`src/rtl/relu_share_sched.sv`:
```
// -----------------------------------------------------------------------------
// relu_share_sched
//   Round-robin scheduler sharing one registered ReLU unit (1-cycle latency, no
//   stall input) among NUM_REQ conv-output lanes. A lane is granted for a burst
//   that ends on its last word or after BURST_MAX beats. Accepted words go to
//   the ReLU, and the lane id/last sideband rides a 1-stage tag pipe. The two
//   are rejoined and pushed into a 2-entry output FIFO. Issue is gated by FIFO
//   credits, so a word handed to the ReLU always has a slot waiting for it.
//
// Ports
//   clk, rst_n              clock, asynchronous active-low reset
//   req_valid/data/last     per-lane request stream (lane i data at [i*DW +: DW])
//   req_ready               per-lane accept, one-hot or zero
//   act_enable/act_data_in  drive the shared ReLU
//   act_valid/act_data_out  ReLU result, one cycle after act_enable
//   out_valid/data/id/last  result stream, head of the output FIFO
//   out_ready               downstream accept
//
// Optional build macro RELU_SCHED_PERF_EN adds saturating counters:
//   perf_busy_cyc  (cycles with act_enable=1)
//   perf_stall_cyc (BURST cycles with the granted lane valid but no credit)
//   perf_bursts    (completed bursts)
// -----------------------------------------------------------------------------
module relu_share_sched #(
   parameter int NUM_REQ    = 4,
   parameter int INT_BITS   = 16,
   parameter int FRAC_BITS  = 16,
   parameter int DATA_WIDTH = INT_BITS + FRAC_BITS,
   parameter int BURST_MAX  = 16,
   parameter int ID_W       = $clog2(NUM_REQ)
) (
   input  logic                          clk,
   input  logic                          rst_n,
   input  logic [NUM_REQ-1:0]            req_valid,
   input  logic [NUM_REQ*DATA_WIDTH-1:0] req_data,
   input  logic [NUM_REQ-1:0]            req_last,
   output logic [NUM_REQ-1:0]            req_ready,
   output logic                          act_enable,
   output logic [DATA_WIDTH-1:0]         act_data_in,
   input  logic                          act_valid,
   input  logic [DATA_WIDTH-1:0]         act_data_out,
   output logic                          out_valid,
   output logic [DATA_WIDTH-1:0]         out_data,
   output logic [ID_W-1:0]               out_id,
   output logic                          out_last,
   input  logic                          out_ready
`ifdef RELU_SCHED_PERF_EN
   ,
   output logic [31:0]                   perf_busy_cyc,
   output logic [31:0]                   perf_stall_cyc,
   output logic [15:0]                   perf_bursts
`endif
);

   localparam int CNT_W = $clog2(BURST_MAX + 1);

   typedef enum logic {S_IDLE = 1'b0, S_BURST = 1'b1} state_t;

   state_t                r_state, w_state_nxt;
   logic [ID_W-1:0]       r_rr, w_rr_nxt;
   logic [ID_W-1:0]       r_grant, w_grant_nxt;
   logic [CNT_W-1:0]      r_cnt, w_cnt_nxt;
   logic [ID_W-1:0]       w_pick;
   logic                  w_found;
   int                    w_idx;
   logic                  w_pop, w_push, w_credit, w_accept, w_end;
   logic [DATA_WIDTH-1:0] w_lane_word;
   logic                  w_lane_last;

   logic                  r_tag_vld, r_tag_last;
   logic [ID_W-1:0]       r_tag_id;

   logic [1:0]            r_occ;
   logic                  r_wp, r_rp;
   logic [DATA_WIDTH-1:0] r_buf_data [2];
   logic [ID_W-1:0]       r_buf_id   [2];
   logic                  r_buf_last [2];

   // First requesting lane at or above the rr pointer, wrapping.
   always_comb begin
      w_pick  = r_rr;
      w_found = 1'b0;
      w_idx   = 0;
      for (int k = 0; k < NUM_REQ; k++) begin
         w_idx = int'(r_rr) + k;
         if (w_idx >= NUM_REQ) w_idx = w_idx - NUM_REQ;
         if (!w_found && req_valid[w_idx]) begin
            w_found = 1'b1;
            w_pick  = ID_W'(w_idx);
         end
      end
   end

   assign w_lane_word = req_data[r_grant*DATA_WIDTH +: DATA_WIDTH];
   assign w_lane_last = req_last[r_grant];

   // Credit = 2 - occupancy - in-flight, plus the slot a same-cycle pop frees.
   assign out_valid = (r_occ != 2'd0);
   assign w_pop     = out_valid & out_ready;
   assign w_push    = act_valid & r_tag_vld;  // stale ReLU output after reset is ignored
   assign w_credit  = ({1'b0, r_occ} + {2'b00, r_tag_vld}) < (3'd2 + {2'b00, w_pop});

   always_comb begin
      w_state_nxt = r_state;
      w_grant_nxt = r_grant;
      w_rr_nxt    = r_rr;
      w_cnt_nxt   = r_cnt;
      req_ready   = '0;
      w_accept    = 1'b0;
      w_end       = 1'b0;
      case (r_state)
         S_IDLE: begin
            if (w_found) begin
               w_grant_nxt = w_pick;
               w_state_nxt = S_BURST;
            end
         end
         S_BURST: begin
            req_ready[r_grant] = w_credit;
            w_accept           = req_valid[r_grant] & w_credit;
            if (w_accept) begin
               w_cnt_nxt = r_cnt + CNT_W'(1);
               if (w_lane_last || (r_cnt == CNT_W'(BURST_MAX - 1))) begin
                  w_end       = 1'b1;
                  w_cnt_nxt   = '0;
                  w_state_nxt = S_IDLE;
                  w_rr_nxt    = (r_grant == ID_W'(NUM_REQ - 1)) ? '0 : r_grant + ID_W'(1);
               end
            end
         end
         default: w_state_nxt = S_IDLE;
      endcase
   end

   assign act_enable  = w_accept;
   assign act_data_in = w_accept ? w_lane_word : '0;

   always_ff @(posedge clk or negedge rst_n) begin
      if (!rst_n) begin
         r_state    <= S_IDLE;
         r_rr       <= '0;
         r_grant    <= '0;
         r_cnt      <= '0;
         r_tag_vld  <= 1'b0;
         r_tag_id   <= '0;
         r_tag_last <= 1'b0;
         r_occ      <= 2'd0;
         r_wp       <= 1'b0;
         r_rp       <= 1'b0;
      end else begin
         r_state    <= w_state_nxt;
         r_rr       <= w_rr_nxt;
         r_grant    <= w_grant_nxt;
         r_cnt      <= w_cnt_nxt;
         // Tag pipe stage: sideband of the word now inside the ReLU
         r_tag_vld  <= w_accept;
         r_tag_id   <= r_grant;
         r_tag_last <= w_lane_last;
         // Output FIFO stage
         r_occ      <= r_occ + {1'b0, w_push} - {1'b0, w_pop};
         if (w_push) r_wp <= ~r_wp;
         if (w_pop)  r_rp <= ~r_rp;
      end
   end

   always_ff @(posedge clk) begin
      if (w_push) begin
         r_buf_data[r_wp] <= act_data_out;
         r_buf_id[r_wp]   <= r_tag_id;
         r_buf_last[r_wp] <= r_tag_last;
      end
   end

   // Storage is not reset, so the head is masked while the FIFO is empty.
   assign out_data = out_valid ? r_buf_data[r_rp] : '0;
   assign out_id   = out_valid ? r_buf_id[r_rp]   : '0;
   assign out_last = out_valid ? r_buf_last[r_rp] : 1'b0;

   a_buf_no_overflow: assert property (@(posedge clk) disable iff (!rst_n)
      (w_push && !w_pop) |-> (r_occ != 2'd2));

`ifdef RELU_SCHED_PERF_EN
   logic w_stall;
   assign w_stall = (r_state == S_BURST) && req_valid[r_grant] && !w_credit;

   always_ff @(posedge clk or negedge rst_n) begin
      if (!rst_n) begin
         perf_busy_cyc  <= '0;
         perf_stall_cyc <= '0;
         perf_bursts    <= '0;
      end else begin
         if (w_accept && (perf_busy_cyc != '1))  perf_busy_cyc  <= perf_busy_cyc + 32'd1;
         if (w_stall && (perf_stall_cyc != '1))  perf_stall_cyc <= perf_stall_cyc + 32'd1;
         if (w_end && (perf_bursts != '1))       perf_bursts    <= perf_bursts + 16'd1;
      end
   end
`endif

endmodule

```
`config.mk`:
```
export PLATFORM = sky130hd
export DESIGN_NAME = relu_share_sched
export DESIGN_NICKNAME = d
export VERILOG_FILES = /design/src/rtl/relu_share_sched.sv
export SDC_FILE = /design/constraint.sdc
export NUM_CORES = 1
export LEC_CHECK = 0
export CORE_UTILIZATION = 43
export DETAILED_ROUTE_END_ITERATION = 7
export GPL_ROUTABILITY_DRIVEN = 0
export GPL_TIMING_DRIVEN = 1
export MAX_ROUTING_LAYER = met4
export PLACE_DENSITY = 0.87
export RECOVER_POWER = 100
export SKIP_CTS_REPAIR_TIMING = 1
export SYNTH_ARGS = -nofsm -noshare
export SYNTH_HDL_FRONTEND = slang
export SYNTH_SLANG_ARGS = --single-unit
```
`constraint.sdc`:
```
create_clock -name clk -period 3.65 [get_ports clk]
set_input_delay 0.73 -clock clk [delete_from_list [all_inputs] [get_ports clk]]
set_output_delay 0.73 -clock clk [all_outputs]
set_load 0.1 [all_outputs]
```
# Yosys cells after proc, flatten, opt, wreduce, memory -nomap -nowiden
# Memory sizes are Yosys's and may differ from the RTL's.
# Index checks and enable logic that the tools add are counted.
# totals
reg_bits,18
mem_bits_rw,70
in_bits,172
mem_count,3
# op_classes
addsub,13
order_cmp,11
eq_ne,2
n_shift,1
mux,44
bitwise_logic,7
reduce_logical,12
# mem_list
name,depth,width,read_ports,rd_clocked_by_memory_dff,wr,line_no,text
r_buf_data,2,32,1,0,1,75,logic [DATA_WIDTH-1:0] r_buf_data [2];
r_buf_id,2,2,1,0,1,76,logic [ID_W-1:0] r_buf_id [2];
r_buf_last,2,1,1,0,1,77,logic r_buf_last [2];
# op_table
op,count
32-bit two-way mux,6
"32-bit by 4-bit less-than comparator with 1-bit output, second input constant",4
128-bit by 8-bit indexed part select with 32-bit output,1
1-bit two-way mux,22
1-bit binary-select mux with 2-bit select,6
2-bit two-way mux,6
"3-bit by 3-bit subtractor with 4-bit output, second input constant",3
"3-bit greater-or-equal comparator, second input constant",3
"2-bit by 2-bit adder with 3-bit output, second input constant",2
"5-bit by 1-bit adder with 5-bit output, second input constant",1
"5-bit by 4-bit equality test with 1-bit output, second input constant",1
5-bit two-way mux,1
4-bit bitwise AND,1
1-bit logical AND,4
4-bit two-way mux,1
2-bit AND reduction,2
"2-bit by 3-bit subtractor with 4-bit output, second input constant",1
2-bit by 1-bit adder with 3-bit output,1
"2-bit by 1-bit adder with 3-bit output, first input constant",1
"2-bit by 1-bit adder with 3-bit output, second input constant",1
1-bit bitwise AND,3
"2-bit by 3-bit greater-or-equal comparator with 1-bit output, second input constant",1
1-bit logical NOT,3
"2-bit by 3-bit less-than comparator with 1-bit output, second input constant",1
12 further kinds,14

# Depth between registers and ports, before layout
# Gate-level depths: netlist of run 1.
# depth
ltp_word,17
ltp_mapped,7
mapped_depth_nobuf,7

# Worst setup path after synthesis of run 1
# No wires, ideal clock.
# synth_path
kind,input -> output
startpoint,in out_ready
endpoint,out act_data_in[10]
arrival_ns,2.892
path_slack_ns,0.028
stages,5
path_cell_list,o21ai_0 > o21ai_0 > nand4b_1 > clkbuf_1 > nor2b_1
# synth_between
elab_chain_cells,6
# synth_lines
element,line_no,text
from (decl),46,input logic out_ready
1-bit bitwise AND,99,assign w_pop = out_valid & out_ready;
2-bit by 1-bit adder with 3-bit output,101,"assign w_credit = ({1'b0, r_occ} + {2'b00, r_tag_vld}) < (3'd2 + {2'b00, w_pop});"
3-bit less-than comparator,101,
1-bit bitwise AND,120,w_accept = req_valid[r_grant] & w_credit;
1-bit two-way mux,111,case (r_state)
32-bit two-way mux,136,assign act_data_in = w_accept ? w_lane_word : '0;
to (decl),39,"output logic [DATA_WIDTH-1:0] act_data_in,"
# Every way passes these cells.

# Final worst setup path of run 1
# layout_path
startpoint,in out_ready
endpoint,out act_data_in[23]
# The elaborated chain is that of the path after synthesis.

==> run metrics, run 1 <==
Die Width=about 110 um; Fin. Hold Viols=0; number of vias per cell=between 5 and 6; Die Ht=about 110 um; Worst Clk Skew=~7.2 ps; CORE AREA=around 10000 um^2; buffers added on ports=around 240; register area share after synthesis=0.555; Arrival @ worst endpoint=2750 ps; Post-Syn Instances=between 300 and 400; largest net degree at the start of global routing=between 40 and 50; syn_area_per_cell=roughly 14 um^2; kind of critical path=in2out; Worst-Margin Slew=approximately 2000 ps; status=complete, but fails checks; initial antenna violation count=3; DRC errors left=0; CP cell instances=clkdlybuf4s50_1, o21ai_0, o21ai_0, nand4b_1, buf_12, nor2b_1, buf_12; gr usage total=0.272; Multi-input gate area=1910 um^2; CTS root buffer=clkbuf_8; Final #Nets=755; Clock Latency Late Sink=340 ps; Synth Warn #=0; die area=11100 um^2; Worst setup SP type=input port; post-synth cell types=31; failing checks=capacitance limit, slew limit; global-route wire length before repair=~22000 um; setup TNS=0 ps; # setup viols final=0; worst r2r src=r_grant[0]; clock sinks=88; Avg WL per Cell=approximately 20 um; Final Cycle Share=0.954; HPWL after DPL=~12000 um; RSZ-0062 raised after global routing=false; vias=about 3700; CP Max Fanout=40; row count=37; Worst path top cell family by delay=buffers and inverters; register area=around 2600 um^2; launch point of the worst path=out_ready; min cycle time layout=around 3500 ps; Worst Path Buf+Inv=3; total grt overflow=0; effective utilization at floorplan=0.445; Cell Area, Synth=between 4000 and 5000 um^2; TritonCTS buffer count=9; DRT iter0 DRCs=185; Total Wirelength=14400 um; layout cells sized above 1=0.208; Max clock buf depth=2; clock-pin slew on the worst setup and hold paths=80 ps; FILL cells=701; slowest cell delay on critical path=450 ps; Routed Antenna Nets=0; H-tree lvl count=3; Syn Nets=between 500 and 600; Max Freq=287 MHz; vias in the first global route=4030; Max-Cap Viols=2; drt first pass iters=4; CTS tree=yes; Area growth, synth to finish=61.6%; Hold Path Origin=r_tag_id[0]; CP Data Required Time=2920 ps; I/O pin count=approximately 250; max-slew violation count=between 70 and 80; register bit total from synthesis=between 80 and 90; Slew headroom=-0.330; min-delay worst type=reg2reg; CP max stage cell=clkdlybuf4s50_1; Setup crit end kind=output pin
-- cell families after synthesis --
logic type | synth area share
and+or+nand+nor | 0.107
DFF | 0.555
muxes | 0.245
buffers and inverters | 0.0318
AOI/OAI and AO/OA | 0.0259
adders and majority gates | 0.0272
xor gates and xnor gates | 0.00762
-- worst paths after layout --
| path | end | slack [ps] | cells past startpoint |
|---|---|---|---|
| max in group asynchronous | r_cnt[2] | 2230 | 1 |
| min | r_buf_id[0][0] | 450 | 0 |
| max reg2reg | r_cnt[3] | 1150 | 5 |
| max | act_data_in[23] | 170 | 7 |
| min in group asynchronous | r_wp | 910 | 1 |
| min reg2reg | r_buf_id[0][0] | 450 | 0 |
-- state kept, by name (all words and copies together) (netlist names), 2 cells and up --
signal	flops
r_occ	2
r_buf_id	4
r_buf_data	64
r_cnt	5
r_rr	2
r_grant	2
r_tag_id	2
r_buf_last	2
-- cell type report --
cell class / instances / area share
Inverter: 16 / 0.00808
Sequential cell: 88 / 0.343
Antenna cell: 3 / 0.00101
Clock buffer: 10 / 0.0172
Multi-Input combinational cell: 206 / 0.257
Clock inverter: 6 / 0.00909
Timing Repair Buffer: 252 / 0.342
Tap cell: 136 / 0.0229
-- cells in the final DEF (no fill, tap or decap), drive strengths merged, types with 2 or more instances in the layout --
cell type	instances
a21oi	5
and3	2
buf	35
clkbuf	56
clkdlybuf4s50	136
clkinv	3
dfrtp	18
diode	3
dlygate4sd3	35
edfxtp	70
ha	10
inv	17
mux2i	35
mux4	34
nand2	7
nand2b	2
nand3	3
nor2	49
nor2b	33
o21ai	11
xnor2	4
-- per-layer routing --
metal,wire [um],track usage,up-vias
met2,7690,0.488,193
met3,939,0.0600,29
met1,5230,0.286,1812
met5,0,-,-
met4,541,0.120,0
li1,-,-,1710
-- Yosys cell counts, drive strengths merged --
library cell   n  share of area
and3           2         0.0027
xnor2          4         0.0076
clkbuf         9         0.0073
o22ai          1         0.0014
a21oi          5         0.0054
nand4b         1         0.0019
buf           10          0.011
nand2          7         0.0057
inv           16          0.013
dfrtp         18          0.098
nand3          3         0.0033
mux4          34           0.17
ha            10          0.027
o21ai         11          0.012
o221ai         1         0.0019
nor2          49          0.040
or3            1         0.0014
edfxtp        70           0.46
o2111ai        1         0.0019
nand3b         1         0.0016
mux2i         35          0.076
nand2b         2         0.0027
a31oi          1         0.0014
or2            1         0.0014
or4            1         0.0016
o41ai          1         0.0019
mux2           1         0.0024
nor2b         33          0.045
-- metrics by stage --
stage               utilization  instance area [um^2]  hold WS, ps  setup slack [ps]  instances
finish                    0.720                  7430          448               169        717
global route              0.720                  7430          457              6.96        717
CTS                       0.744                  7680          447               183        714
detailed placement        0.725                  7490          427               210        698
global placement          0.725                  7490          421               324        698
floorplan                     -                  4600          396              27.7        329
Power of run 1 is not shown: default switching activity piles up to over one toggle a cycle in this logic, so the estimate is an artifact.
==> run 2, diff against run 1 <==
Settings changed: CORE_UTILIZATION 43 to 44, CTS_BUF_LIST from default to sky130_fd_sc_hd__clkbuf_8, PLACE_DENSITY 0.87 to 0.89.
==> run metrics, run 2 (same netlist as run 1, synthesis figures left out) <==
status=complete, but fails checks; failing checks=capacitance limit, slew limit; CORE AREA=9950 um^2 (-3.6%); FILL cells=631 (-10%); Max Freq=293 MHz (+1.9%); commonest non-fill, non-tap cell in the layout=clkdlybuf4s50_1; R2R Setup Slk=1170 ps (+20 ps); Arrival @ worst endpoint=2690 ps (-60 ps); Total Wirelength=15700 um (+8.8%); kind of critical path=in2out; fin cells=712 (-0.70%); setup TNS=0 ps (unchanged); buffers added on ports=244 (unchanged); CP max stage cell=dlygate4sd3_1; dpl cells=695 (-0.43%); Die Ht=104 um (-1.1%); effective utilization at floorplan=0.462 (+0.0165); Slew headroom=-0.332 (-0.00219); largest net degree at the start of global routing=45 (+9.8%); die area=10900 um^2 (-2.2%); vias=3885 (+3.8%); Worst Clk Skew=7.57 ps (+0.412 ps); total grt overflow=0 (unchanged); Top Registers=r_buf_data (64), r_cnt (5), r_buf_id (4); min cycle time layout=3420 ps (-64.0 ps); clock sinks=88 (unchanged); Hold Path Origin=r_tag_last; DRT iter0 DRCs=364 (+97%); most frequent cells in the layout=clkdlybuf4s50_1 (135), edfxtp_1 (70), nor2_1 (47); Setup crit end kind=output pin; Fin. Hold Viols=0 (unchanged); Multi-input gate area=1910 um^2 (+0.13%); min-delay worst type=reg2reg; Area growth, synth to finish=64.4%; clock-pin slew on the worst setup and hold paths=80 ps (about the same); layout cells sized above 1=0.209 (+0.00173); H-tree lvl count=3 (unchanged); row count=36 (-2.7%); number of vias per cell=5.46 (+4.5%); Routed Antenna Nets=0 (unchanged); Avg WL per Cell=22.0 um (+9.5%); fin area=7560 um^2 (+1.7%); Critical R2R Capture=r_buf_data[0][11]; slowest cell delay on critical path=630 ps (+180 ps); Die Width=104 um (-1.1%); RSZ-0062 raised after global routing=false; Final Cycle Share=0.936 (-0.0175); max-slew violation count=72 (unchanged); max FFs per register=64 (unchanged); Hold WS=446 ps (-2.15 ps); CP Max Fanout=44 (+10%); CTS root buffer=clkbuf_8; register area=2550 um^2 (unchanged); HPWL after DPL=12300 um (+6.6%); vias in the first global route=4029 (-0.025%); hold depth=0 (unchanged); Clock Latency Late Sink=350 ps (about the same); Max clock buf depth=2 (unchanged); CP cell instances=dlygate4sd3_1, mux4_2, nand4b_1, buf_12, inv_1, clkbuf_4; initial antenna violation count=1 (-2); drt first pass iters=5 (+1); CP Data Required Time=2920 ps (about the same); DRC errors left=0 (unchanged); global-route wire length before repair=23100 um (+7.2%); I/O pin count=245 (unchanged); cell count of the worst reg-to-reg path=3 (-2); Worst setup SP type=input port; Final #Nets=755 (unchanged); CTS tree=yes; Endpoint, Worst Hold=r_buf_last[1]; Most flops, register=r_buf_data; dpl cell area=7500 um^2 (+0.12%); # setup viols final=0 (unchanged); Max-Cap Viols=2 (unchanged); gr usage total=0.301 (+0.0290); TritonCTS buffer count=9 (unchanged); worst r2r src=r_tag_vld; Worst-Margin Slew=2000 ps (+3.28 ps)
-- run 2: worst max-delay path by stage --
stage                            start               to  slack, ps  cells after the start
after floorplan              out_ready  act_data_in[10]         30                      5
after global placement    req_valid[3]       act_enable        480                      6
final                     req_valid[3]       act_enable        230                      6
after CTS                    out_ready  act_data_in[25]        380                      7
after global routing              r_rp     out_data[15]        140                      4
after detailed placement  req_valid[3]       act_enable        440                      6
-- run 2: final cells by class --
cell class / instances / area share
Antenna cell: 1 / 0.000331
Clock buffer: 11 / 0.0200
Clock inverter: 5 / 0.00728
Inverter: 16 / 0.00794
Multi-Input combinational cell: 206 / 0.253
Sequential cell: 88 / 0.338
Tap cell: 133 / 0.0220
Timing Repair Buffer: 252 / 0.352
-- run 2: critical path: cells and delay by family --
| kind | cells | cell delay [ps] |
|---|---|---|
| buffers and inverters | 4 | 1280 |
| multiplexers | 1 | 490 |
| AND/OR/NAND/NOR | 1 | 160 |
-- run 2: per-layer routing --
layer	wire length (um)	track usage	vias up
li1	-	-	1708
met1	5790	0.353	1897
met2	7930	0.500	246
met3	1420	0.0789	34
met4	523	0.110	0
met5	0	-	-
-- run 2: per-stage QoR --
step | util | setup WS (ps)
2_1_floorplan | - | 27.7
3_3_place_gp | 0.753 | 483
3_5_place_dp | 0.753 | 440
4_1_cts | 0.774 | 385
5_1_grt | 0.759 | 142
6_report | 0.759 | 233
Power of run 2 is left out for the same reason.
==> run 3, diff against run 2 <==
Settings changed: PLACE_DENSITY 0.89 to 0.9, TNS_END_PERCENT from default to 30.
==> run metrics, run 3 (same netlist as run 1, synthesis figures left out) <==
number of vias per cell=5.34 (-2.2%); R2R Setup Slk=1160 ps (about the same); hold depth=0 (unchanged); max-slew violation count=109 (+51%); Final Util=0.760 (+0.000880); Die Width=104 um (unchanged); layout cells sized above 1=0.224 (+0.0142); H-tree lvl count=3 (unchanged); worst setup path end=act_enable; Critical R2R Capture=r_buf_data[0][0]; vias in the first global route=4044 (+0.37%); Arrival @ worst endpoint=2650 ps (-40 ps); setup TNS=0 ps (unchanged); clock-pin slew on the worst setup and hold paths=80 ps (about the same); Final Cycle Share=0.926 (-0.00988); register area=2550 um^2 (about the same); kind of critical path=in2out; # setup viols final=0 (unchanged); Final #Nets=754 (-0.13%); min cycle time layout=3380 ps (-36.1 ps); Total Wirelength=15000 um (-4.0%); CTS root buffer=clkbuf_8; commonest non-fill, non-tap cell in the layout=clkdlybuf4s50_1; initial antenna violation count=5 (+4); launch point of the worst path=req_valid[1]; clock sinks=88 (unchanged); slowest cell delay on critical path=610 ps (-20 ps); Area growth, synth to finish=64.6%; failing checks=capacitance limit, slew limit; FILL cells=613 (-2.9%); RSZ-0062 raised after global routing=false; Max Freq=296 MHz (+1.1%); TritonCTS buffer count=9 (unchanged); Worst-Margin Slew=1980 ps (-22.5 ps); DRC errors left=0 (unchanged); min-delay worst type=reg2reg; Die Ht=104 um (unchanged); most frequent cells in the layout=clkdlybuf4s50_1 (135), edfxtp_1 (70), nor2_1 (47); DRT iter0 DRCs=455 (+25%); CP cell instances=dlygate4sd3_1, mux4_2, nand4b_1, buf_12, inv_1, clkbuf_4; effective utilization at floorplan=0.462 (unchanged); CP Max Fanout=44 (unchanged); row count=36 (unchanged); HPWL after DPL=12100 um (-1.9%); Setup crit end kind=output pin; gr usage total=0.294 (-0.00676); largest net degree at the start of global routing=45 (unchanged); Multi-input gate area=1910 um^2 (unchanged); Max clock buf depth=2 (unchanged); drt first pass iters=5 (unchanged); buffers added on ports=244 (unchanged); CP Data Required Time=2920 ps (about the same); total grt overflow=0 (unchanged); CORE AREA=9950 um^2 (unchanged); Clock Latency Late Sink=350 ps (about the same); status=complete, but fails checks; global-route wire length before repair=22400 um (-3.0%); Max-Cap Viols=3 (+1); Avg WL per Cell=21.0 um (-4.5%); Routed Antenna Nets=0 (unchanged); I/O pin count=245 (unchanged); worst r2r src=r_tag_vld; die area=10900 um^2 (unchanged); Slew headroom=-0.317 (+0.0150); CP max stage cell=dlygate4sd3_1; max FFs per register=64 (unchanged); CTS tree=yes; Fin. Hold Viols=0 (unchanged); Most flops, register=r_buf_data; Worst setup SP type=input port; cell count of the worst reg-to-reg path=3 (unchanged); Top Registers=r_buf_data (64), r_cnt (5), r_buf_id (4); vias=3820 (-1.7%); Worst Clk Skew=12.3 ps (+4.69 ps)
## run 3: cell count changes in the layout (fill, tap and decap cells not counted), moves of 2 or more
| cell | before | now |
|---|---|---|
| buf_2 | 0 | 15 |
| buf_4 | 18 | 23 |
| clkbuf_1 | 12 | 2 |
| clkbuf_2 | 15 | 5 |
| clkbuf_8 | 11 | 9 |
| dfrtp_1 | 18 | 16 |
| dfrtp_2 | 0 | 2 |
| diode_2 | 1 | 6 |
| inv_1 | 17 | 20 |
## run 3: worst min path at each step
stage / to / start / slack [ps]
6_report: r_buf_id[1][0] / r_tag_id[0] / 450
2_1_floorplan: r_tag_id[1] / r_grant[1] / 400
3_3_place_gp: r_buf_last[0] / r_tag_last / 420
3_5_place_dp: r_buf_last[0] / r_tag_last / 440
5_1_grt: r_buf_id[0][0] / r_tag_id[0] / 470
4_1_cts: r_buf_last[0] / r_tag_last / 450
## run 3: layout make-up
cell class              instances  share of cell area
diodes                          6             0.00198
clock buffers                   9              0.0164
clock inverters                 7             0.00777
inverters                      16             0.00794
multi-input cells             206               0.252
flip-flops and latches         88               0.338
well taps                     133              0.0220
repair buffers                251               0.354
## run 3: critical path, delay by kind of cell
| family | cells | cell delay (ps) |
|---|---|---|
| buffers and inverters | 4 | 1230 |
| and+or+nand+nor | 1 | 160 |
| muxes | 1 | 500 |
## run 3: metal layers
metal	track usage	vias to the layer above	part of all wire
met4	0.134	0	0.030
met1	0.329	1843	0.35
met3	0.0927	30	0.11
met2	0.483	230	0.51
met5	-	-	0
li1	-	1717	-
## run 3: stage by stage
| stage | hold slack [ps] | setup WS [ps] | cell area [um^2] | std cells |
|---|---|---|---|---|
| finish | 454 | 270 | 7570 | 716 |
| global route | 470 | 160 | 7570 | 715 |
| CTS | 454 | 402 | 7670 | 710 |
| detailed placement | 436 | 428 | 7490 | 694 |
| global placement | 422 | 476 | 7490 | 694 |
| floorplan | 396 | 27.7 | 4600 | 329 |
Power of run 3 is left out for the same reason.
